<file path="src/rtl/axi_2_hs.sv">
// axi_2_hs: AXI4-Lite subordinate that forwards one read or write at a time
// to a simple request/ready handshake peripheral. The hs request is held
// high until the peripheral returns a one-cycle ready pulse, or until the
// timeout expires. A timeout completes the transaction with SLVERR.
module axi_2_hs #(
    parameter int ADDR_WIDTH     = 32,
    parameter int TIMEOUT_CYCLES = 1024
) (
    input  logic                  clk_i,
    input  logic                  rst_i,
    // AXI-Lite read address / read data
    input  logic                  arvalid_i,
    output logic                  arready_o,
    input  logic [ADDR_WIDTH-1:0] araddr_i,
    output logic                  rvalid_o,
    input  logic                  rready_i,
    output logic [31:0]           rdata_o,
    output logic [1:0]            rresp_o,
    // AXI-Lite write address / write data / write response
    input  logic                  awvalid_i,
    output logic                  awready_o,
    input  logic [ADDR_WIDTH-1:0] awaddr_i,
    input  logic                  wvalid_i,
    output logic                  wready_o,
    input  logic [31:0]           wdata_i,
    input  logic [3:0]            wstrb_i,
    output logic                  bvalid_o,
    input  logic                  bready_i,
    output logic [1:0]            bresp_o,
    // Handshake-side peripheral interface
    output logic                  hs_read_o,
    output logic                  hs_write_o,
    output logic [ADDR_WIDTH-1:0] hs_addr_o,
    output logic [31:0]           hs_data_o,
    output logic [3:0]            byte_select_o,
    input  logic                  hs_ready_i,
    input  logic [31:0]           hs_data_i
);

    // A zero timeout disables the timeout, but the counter still needs a
    // legal width of at least one bit.
    localparam int CNT_W = (TIMEOUT_CYCLES > 0) ? $clog2(TIMEOUT_CYCLES + 1) : 1;
    localparam logic [CNT_W-1:0] TMO_LAST = CNT_W'(TIMEOUT_CYCLES - 1);

    localparam logic [1:0] RESP_OKAY   = 2'b00;
    localparam logic [1:0] RESP_SLVERR = 2'b10;

    typedef enum logic [2:0] {
        IDLE,
        RD_REQ,
        R_RESP,
        WR_COLLECT,
        WR_REQ,
        B_RESP
    } state_t;

    state_t           state;
    logic             aw_got;
    logic             w_got;
    logic             pref_wr;
    logic [CNT_W-1:0] tmo_cnt;

    logic             write_offered;
    logic             ar_hs;
    logic             aw_hs;
    logic             w_hs;
    logic             timed_out;

    // Arbitrate the AXI readies: in IDLE a simultaneous read and write is
    // resolved by pref_wr, which flips after every completed transaction so
    // neither direction can starve the other.
    always_comb begin
        arready_o     = 1'b0;
        awready_o     = 1'b0;
        wready_o      = 1'b0;
        write_offered = awvalid_i | wvalid_i;
        if (!rst_i) begin
            case (state)
                IDLE: begin
                    arready_o = !(write_offered && pref_wr);
                    awready_o = !(arvalid_i && !pref_wr);
                    wready_o  = !(arvalid_i && !pref_wr);
                end
                WR_COLLECT: begin
                    awready_o = !aw_got;
                    wready_o  = !w_got;
                end
                default: begin
                    arready_o = 1'b0;
                    awready_o = 1'b0;
                    wready_o  = 1'b0;
                end
            endcase
        end
    end

    assign ar_hs     = arvalid_i & arready_o;
    assign aw_hs     = awvalid_i & awready_o;
    assign w_hs      = wvalid_i & wready_o;
    assign timed_out = (TIMEOUT_CYCLES != 0) && (tmo_cnt == TMO_LAST);

    // Main transaction FSM; every output except the readies is registered
    // here, and the hs address/data/strobe outputs double as the capture
    // registers for the accepted AXI request.
    always_ff @(posedge clk_i) begin
        if (rst_i) begin
            state         <= IDLE;
            aw_got        <= 1'b0;
            w_got         <= 1'b0;
            pref_wr       <= 1'b0;
            tmo_cnt       <= '0;
            rvalid_o      <= 1'b0;
            rdata_o       <= '0;
            rresp_o       <= '0;
            bvalid_o      <= 1'b0;
            bresp_o       <= '0;
            hs_read_o     <= 1'b0;
            hs_write_o    <= 1'b0;
            hs_addr_o     <= '0;
            hs_data_o     <= '0;
            byte_select_o <= '0;
        end else begin
            case (state)
                IDLE: begin
                    if (ar_hs) begin
                        hs_addr_o     <= araddr_i;
                        byte_select_o <= 4'hF;
                        hs_read_o     <= 1'b1;
                        tmo_cnt       <= '0;
                        state         <= RD_REQ;
                    end else begin
                        if (aw_hs) begin
                            hs_addr_o <= awaddr_i;
                        end
                        if (w_hs) begin
                            hs_data_o     <= wdata_i;
                            byte_select_o <= wstrb_i;
                        end
                        if (aw_hs && w_hs) begin
                            hs_write_o <= 1'b1;
                            tmo_cnt    <= '0;
                            state      <= WR_REQ;
                        end else if (aw_hs) begin
                            aw_got <= 1'b1;
                            state  <= WR_COLLECT;
                        end else if (w_hs) begin
                            w_got <= 1'b1;
                            state <= WR_COLLECT;
                        end
                    end
                end

                WR_COLLECT: begin
                    if (aw_hs) begin
                        hs_addr_o <= awaddr_i;
                    end
                    if (w_hs) begin
                        hs_data_o     <= wdata_i;
                        byte_select_o <= wstrb_i;
                    end
                    if ((aw_got || aw_hs) && (w_got || w_hs)) begin
                        aw_got     <= 1'b0;
                        w_got      <= 1'b0;
                        hs_write_o <= 1'b1;
                        tmo_cnt    <= '0;
                        state      <= WR_REQ;
                    end
                end

                RD_REQ: begin
                    if (hs_ready_i) begin
                        rdata_o   <= hs_data_i;
                        rresp_o   <= RESP_OKAY;
                        hs_read_o <= 1'b0;
                        rvalid_o  <= 1'b1;
                        state     <= R_RESP;
                    end else if (timed_out) begin
                        rdata_o   <= '0;
                        rresp_o   <= RESP_SLVERR;
                        hs_read_o <= 1'b0;
                        rvalid_o  <= 1'b1;
                        state     <= R_RESP;
                    end else begin
                        tmo_cnt <= tmo_cnt + CNT_W'(1);
                    end
                end

                WR_REQ: begin
                    if (hs_ready_i) begin
                        bresp_o    <= RESP_OKAY;
                        hs_write_o <= 1'b0;
                        bvalid_o   <= 1'b1;
                        state      <= B_RESP;
                    end else if (timed_out) begin
                        bresp_o    <= RESP_SLVERR;
                        hs_write_o <= 1'b0;
                        bvalid_o   <= 1'b1;
                        state      <= B_RESP;
                    end else begin
                        tmo_cnt <= tmo_cnt + CNT_W'(1);
                    end
                end

                R_RESP: begin
                    if (rready_i) begin
                        rvalid_o <= 1'b0;
                        pref_wr  <= 1'b1;
                        state    <= IDLE;
                    end
                end

                B_RESP: begin
                    if (bready_i) begin
                        bvalid_o <= 1'b0;
                        pref_wr  <= 1'b0;
                        state    <= IDLE;
                    end
                end

                default: begin
                    state <= IDLE;
                end
            endcase
        end
    end

endmodule

</file>
<file path="config.mk">
export PLATFORM = sky130hd
export DESIGN_NAME = axi_2_hs
export DESIGN_NICKNAME = d
export VERILOG_FILES = /design/src/rtl/axi_2_hs.sv
export SDC_FILE = /design/constraint.sdc
export NUM_CORES = 1
export LEC_CHECK = 0
export ABC_CLOCK_PERIOD_IN_PS = 2290
export CAP_MARGIN = 20
export CORE_MARGIN = 2
export CORE_UTILIZATION = 40
export DETAILED_ROUTE_END_ITERATION = 7
export GPL_ROUTABILITY_DRIVEN = 0
export PLACE_DENSITY = 0.85
export SYNTH_ARGS = -nofsm -noshare
export SYNTH_HDL_FRONTEND = slang
export SYNTH_SLANG_ARGS = --single-unit
</file>
<file path="constraint.sdc">
create_clock -name clk_i -period 2.29 [get_ports clk_i]
set_input_delay 0.3435 -clock clk_i [delete_from_list [all_inputs] [get_ports clk_i]]
set_output_delay 0.3435 -clock clk_i [all_outputs]
set_load 0.005 [all_outputs]
</file>
==> metrics.txt, run 1 <==
status complete, no violations; Residual DRC 0; Tot Pwr roughly 7.9 mW; hold bufs inserted after CTS 0; CP Max Fanout 6; max-slew violation count 0; layout net count around 950; top_reg_cell synth dfxtp_1; Max-slew headroom 28.79%; max-capacitance violation count 0; Reg power frac 33.8%; TritonCTS clock tree built; fillers 895; routed wirelength normalized by instance count 17.07 um; Hold Crit Class in2reg; share of total power consumed by net switching 27.86%; cells traversed along the worst timing path clkdlybuf4s50_1, o21ai_1, and3_1, clkdlybuf4s50_1; kind of end point of the critical path primary output; post-synthesis sequential area ratio 48.93%; sort of element at the start of the critical path input port; Final Cycle Share 95.97%; unrepaired setup endpoints after global routing no; total number of vias about 5400; IR Drop Worst-Case VDD 0.5233 mV; clock buffers created by TritonCTS 17; number of I/O pins 251; Total Negative Setup Slacks 0 ns; cell leakage power 3.147 nW; total wirelength of the detailed-routed design 16.87 mm; top cells by area in the synthesized netlist dfxtp_1 49%, o221a_2 7.2%, nand2_1 6.3%; H-tree levels 4; Post-synth top cells 123 x dfxtp_1, 84 x nand2_1, 61 x a21oi_1, 44 x nor2_1, 33 x a22oi_1; slowest cell delay on critical path 0.53 ns; Peak Freq 455.0 MHz; worst setup path category in2out; number of synthesized flops with an enable pin 0; cell type contributing the most total cell area after synthesis dfxtp_1; NetSw 2.202 mW; count of distinct cell types in the synthesized netlist 53; estimated wirelength of the detail-placed design 11.44 mm; antenna violations before repair 0; Antenna Nets Post-Route 0; standard cell with the maximum stage delay on the critical path clkdlybuf4s50_1; core utilization of the finished layout 69.14%; post-synthesis to final-layout area growth 67.08%; combinational fraction of design power 29.5%; router iterations before antenna repair 5; WP data arrival 1.85 ns; area used by multi-input combinational logic 2295 um2; Core Rows 40; first-iteration detailed-routing DRC count 327; starting density of the core 41.38%; count leader, synth dfxtp_1; Internal Pwr Total 5.704 mW; vertical die dimension 116.2 um; total number of clock tree sinks between 100 and 150; Yosys top cell area share 48.93%; aggregate global-route resource usage around a quarter; endpoints failing hold 0; worst clock skew between 0.007 and 0.008 ns; count of mapped cells out of synthesis 565; placeable core region 12160 um2; clock-pin slew on the worst setup and hold paths approximately 0.060 ns; via count normalized by instance count roughly 5.4; pin count of the biggest net entering global routing ~110; Clock Root Buffer clkbuf_16; data required time at the worst endpoint a little under 2 ns; Yosys warning total 0; clock network fraction of design power 36.7%; width of the die 116.2 um; post-synthesis average cell area 8.907 um2; grt total ovfl 0; number of global-route vias before repair 5188; netlist area before placement 5032 um2; clock latency on the worst-skew pair between 0.4 and 0.5 ns; Top cell by count, worst path clkdlybuf4s50_1; Synth Register Bits 123; # port buffers roughly 250; share of final-layout standard cells stronger than drive strength 1 12.80%; antenna diode instance count 0; Power Density 940.3 nW/um2; share of flip-flops with an asynchronous set or reset after synthesis 0%; actual slew at the worst max-slew pin between 1 and 1.5 ns; area enclosed by the die boundary 13490 um2; deepest clock path buffer count 2; crit path time final 2.198 ns; number of failing setup endpoints in the final timing report 0; first-pass GRT wire length between 20 and 30 mm; area taken by flip-flops and latches about 2500 um2
-- registers in the layout, summed over array words and instances (netlist names), 3 cells and up --
| name | flops |
|---|---|
| rdata_o | 32 |
| state | 3 |
| tmo_cnt | 11 |
| byte_select_o | 4 |
| hs_data_o | 32 |
| hs_addr_o | 32 |
-- path summary, 6_finish.rpt --
path / from / to / slack (ns) / cells after the start
max reg2reg: state[1] / tmo_cnt[5] / 0.20 / 8
min reg2reg: hs_data_o[7] / hs_data_o[7] / 0.45 / 2
max: awvalid_i / arready_o / 0.09 / 4
min: rst_i / state[1] / 0.38 / 3
-- stage by stage --
| stage | instance area (um2) | std cells | setup WS [ns] | hold WS (ns) |
|---|---|---|---|---|
| after global placement | 7685 | 952 | 0.07332 | 0.4412 |
| after CTS | 8403 | 988 | 0.002581 | 0.3240 |
| after floorplan | 5036 | 566 | 0.3523 | 0.4459 |
| after global routing | 8408 | 988 | 0.04217 | 0.3691 |
| after detailed placement | 7685 | 952 | 0.002446 | 0.4459 |
| final | 8408 | 988 | 0.09232 | 0.3769 |
-- area by class of cell --
| class | instances | area share [%] |
|---|---|---|
| repair buffers | 270 | 32.07 |
| multi-input cells | 371 | 27.29 |
| inverters | 24 | 1.071 |
| clock buffers | 22 | 5.759 |
| well taps | 168 | 2.500 |
| flip-flops and latches | 123 | 29.38 |
| clock inverters | 10 | 1.935 |
-- kinds of logic after synthesis --
family / count (synthesis) / synth area share, %
other: 1 / 0.07452
AND/OR/NAND/NOR: 173 / 15.59
adder cells (fa/ha/maj): 1 / 0.2486
buffers and inverters: 72 / 6.365
multiplexers: 3 / 0.6216
flip-flops: 123 / 48.93
AO/OA/AOI/OAI: 191 / 28.00
XOR/XNOR: 1 / 0.1741
-- power groups by stage --
stage / sequential, mW / combinational (mW) / clock, mW
6_report: 2.68 / 2.33 / 2.90
5_1_grt: 2.71 / 2.50 / 3.02
4_1_cts: 2.67 / 2.31 / 2.93
3_5_place_dp: 2.71 / 2.16 / 0
3_3_place_gp: 2.69 / 2.09 / 0
2_1_floorplan: 2.67 / 1.07 / 0
-- worst max-delay path, delay by kind of cell --
kind	cells	cell delay [ns]
buffers and inverters	2	1.05
AND/OR/NAND/NOR	1	0.19
AO/OA/AOI/OAI	1	0.27
-- routing by layer --
layer  wire, um  vias to the layer above  part of all wire (%)  global-route usage (%)
met5          0                        -                     0                       0
met1       6707                     2506                    40                   27.80
li1           -                     2511                     -                       -
met3       1606                       47                   9.5                   7.992
met2       8135                      297                    48                   41.25
met4        417                        0                   2.5                   10.87
-- cell usage in the layout, fill, tap and decap left out, types with 3 or more instances in the layout --
master / n
a211oi_1: 7
a21oi_1: 61
a22oi_1: 33
a311oi_1: 4
a31oi_1: 6
and2_1: 7
and3_1: 6
buf_12: 4
buf_4: 19
bufinv_16: 4
clkbuf_16: 17
clkbuf_8: 4
clkdlybuf4s50_1: 245
dfxtp_1: 121
inv_1: 24
nand2_1: 84
nand3_1: 3
nand4_1: 4
nor2_1: 43
nor2b_1: 4
nor3_1: 6
o21a_1: 19
o21ai_0: 4
o221a_2: 32
-- timing repair --
action / 4_1_cts / 5_1_grt
pin swaps: 1 / 1
buffers inserted: 4 / 0
resized for setup: 12 / 3
setup endpoints to repair: 2 / 4
(Power assumes the default switching activity.)
==> run 2, diff against run 1 <==
--- a/config.mk
+++ b/config.mk
@@ -9,8 +9,10 @@
 export CAP_MARGIN = 20
 export CORE_MARGIN = 2
 export CORE_UTILIZATION = 40
+export CTS_CLUSTER_DIAMETER = 50
 export DETAILED_ROUTE_END_ITERATION = 7
 export GPL_ROUTABILITY_DRIVEN = 0
+export GPL_TIMING_DRIVEN = 0
 export PLACE_DENSITY = 0.85
 export SYNTH_ARGS = -nofsm -noshare
 export SYNTH_HDL_FRONTEND = slang
==> metrics.txt, run 2 (same netlist as run 1, synthesis figures left out) <==
status complete, no violations (unchanged); Placement Cell Area 7719 um2 (was 7685 um2); worst setup path category reg2out (was in2out); total wirelength of the detailed-routed design 17.05 mm (was 16.87 mm); Peak Freq 446.0 MHz (was 455.0 MHz); deepest clock path buffer count 2 (unchanged); unrepaired setup endpoints after global routing no (unchanged); share of final-layout standard cells stronger than drive strength 1 12.25% (was 12.80%); data required time at the worst endpoint 1.95 ns (about the same); buffer count from post-CTS setup fixing 0 (was 4); first-iteration detailed-routing DRC count 279 (was 327); placed insts 981 (was 952); router iterations before antenna repair 4 (was 5); number of failing setup endpoints in the final timing report 0 (unchanged); Power Density 895.3 nW/um2 (was 940.3 nW/um2); Clock Root Buffer clkbuf_16 (unchanged); Hold Path Origin hs_ready_i (was rst_i); Final Cycle Share 97.91% (was 95.97%); endpoint of the worst hold-timing path bresp_o[1] (was state[1]); routed wirelength normalized by instance count 16.86 um (was 17.07 um); area enclosed by the die boundary 13490 um2 (unchanged); antenna violations before repair 1 (was 0); crit path time final 2.242 ns (was 2.198 ns); placeable core region 12160 um2 (unchanged); IR Drop Worst-Case VDD 0.4900 mV (was 0.5233 mV); actual slew at the worst max-slew pin 0.6298 ns (was 1.068 ns); slack of the worst reg-to-reg path 0.18 ns (was 0.20 ns); layout net count 971 (was 948); aggregate global-route resource usage 24.94% (was 24.23%); Hold Crit Class in2reg (unchanged); estimated wirelength of the detail-placed design 12.71 mm (was 11.44 mm); cell leakage power 3.109 nW (was 3.147 nW); Core Rows 40 (unchanged); WP data arrival 1.90 ns (was 1.85 ns); width of the die 116.2 um (unchanged); endpoints failing hold 0 (unchanged); largest registers hs_addr_o: 32 flops, hs_data_o: 32 flops, rdata_o: 32 flops (unchanged); sort of element at the start of the critical path register (was input port); Tot Pwr 7.442 mW (was 7.906 mW); max-slew violation count 0 (unchanged); number of global-route vias before repair 5502 (was 5188); grt total ovfl 0 (unchanged); startpoint of the worst-slack reg-to-reg timing path tmo_cnt[0] (was state[1]); number of cells in the finished layout apart from fillers 1011 (was 988); worst clock skew 0.009372 ns (was 0.007988 ns); CP Max Fanout 6 (unchanged); Residual DRC 0 (unchanged); number of cells on the worst reg-to-reg path 6 (was 8); number of I/O pins 251 (unchanged); Antenna Nets Post-Route 0 (unchanged); Max-slew headroom 58.01% (was 28.79%); vertical die dimension 116.2 um (unchanged); TritonCTS clock tree built (unchanged); pin count of the biggest net entering global routing 17 (was 106); first-pass GRT wire length 26.29 mm (was 25.62 mm); hold bufs inserted after CTS 0 (unchanged); Critical path origin state[0] (was awvalid_i); via count normalized by instance count 5.285 (was 5.426); clock buffers created by TritonCTS 17 (unchanged); commonest cells after routing, fill and taps aside 245 x clkdlybuf4s50_1, 121 x dfxtp_1, 84 x nand2_1 (unchanged); starting density of the core 41.38% (unchanged); H-tree levels 4 (unchanged); # port buffers 247 (was 248); kind of end point of the critical path primary output (unchanged); clock-pin slew on the worst setup and hold paths 0.05 ns (was 0.06 ns); clock latency on the worst-skew pair 0.41 ns (about the same); number of stages on the worst hold path 2 (was 3); max-capacitance violation count 0 (unchanged); commonest non-fill, non-tap cell in the layout clkdlybuf4s50_1 (unchanged); worst reg2reg path endpoint state[1] (was tmo_cnt[5]); total number of clock tree sinks 123 (unchanged); total number of vias 5343 (was 5361); final design area excluding fillers 8313 um2 (was 8408 um2); post-synthesis to final-layout area growth 65.19% (was 67.08%)
-- run 2: timing repair --
action | in CTS | in global routing
pin swaps | 0 | 1
endpoints found under the setup margin | 3 | 31
resized for setup | 13 | 4
-- run 2: how the worst max path moves through the flow --
stage,depth (start not counted),end,slack [ns]
finish,4,wready_o,0.05
global route,7,rdata_o[7],0.008
CTS,4,wready_o,0.02
detailed placement,5,hs_data_o[19],-0.27
global placement,5,rdata_o[21],-0.22
floorplan,6,state[1],0.35
-- run 2: stage by stage --
stage | utilization, % | setup TNS, ns | hold slack, ns | worst slack [ns]
floorplan | - | 0 | 0.4459 | 0.3523
global placement | 63.47 | -14.74 | 0.4425 | -0.2247
detailed placement | 63.47 | -20.15 | 0.4465 | -0.2655
CTS | 68.29 | 0 | 0.4086 | 0.01881
global route | 68.33 | 0 | 0.4737 | 0.008317
finish | 68.35 | 0 | 0.4208 | 0.04783
-- run 2: worst max-delay path: stages, from the launching register on --
cell and delay, ns:
dfxtp_2 0.34, or2_4 0.29, o22ai_2 0.20, and2_1 0.15, clkdlybuf4s50_1 0.52
-- run 2: power breakdown --
group | internal [mW] | switching (mW)
clock | 1.63 | 0.921
combinational | 1.25 | 0.997
sequential | 2.45 | 0.196
-- run 2: area by class of cell --
cell class              count  area [um2]
flip-flops and latches    123        2465
multi-input cells         371        2278
fillers                   995        3849
repair buffers            247        2470
clock inverters             9       97.59
well taps                 168       210.2
plain buffers              46       236.5
inverters                  24       90.09
clock buffers              21       460.4
diodes                      2       5.005
-- run 2: routing by layer --
layer / vias up / share of wire, % / track usage (%)
met5: - / 0 / 0
met4: 0 / 2.5 / 11.75
met3: 38 / 9.6 / 8.407
met2: 247 / 49 / 43.24
met1: 2499 / 39 / 27.64
li1: 2559 / - / -
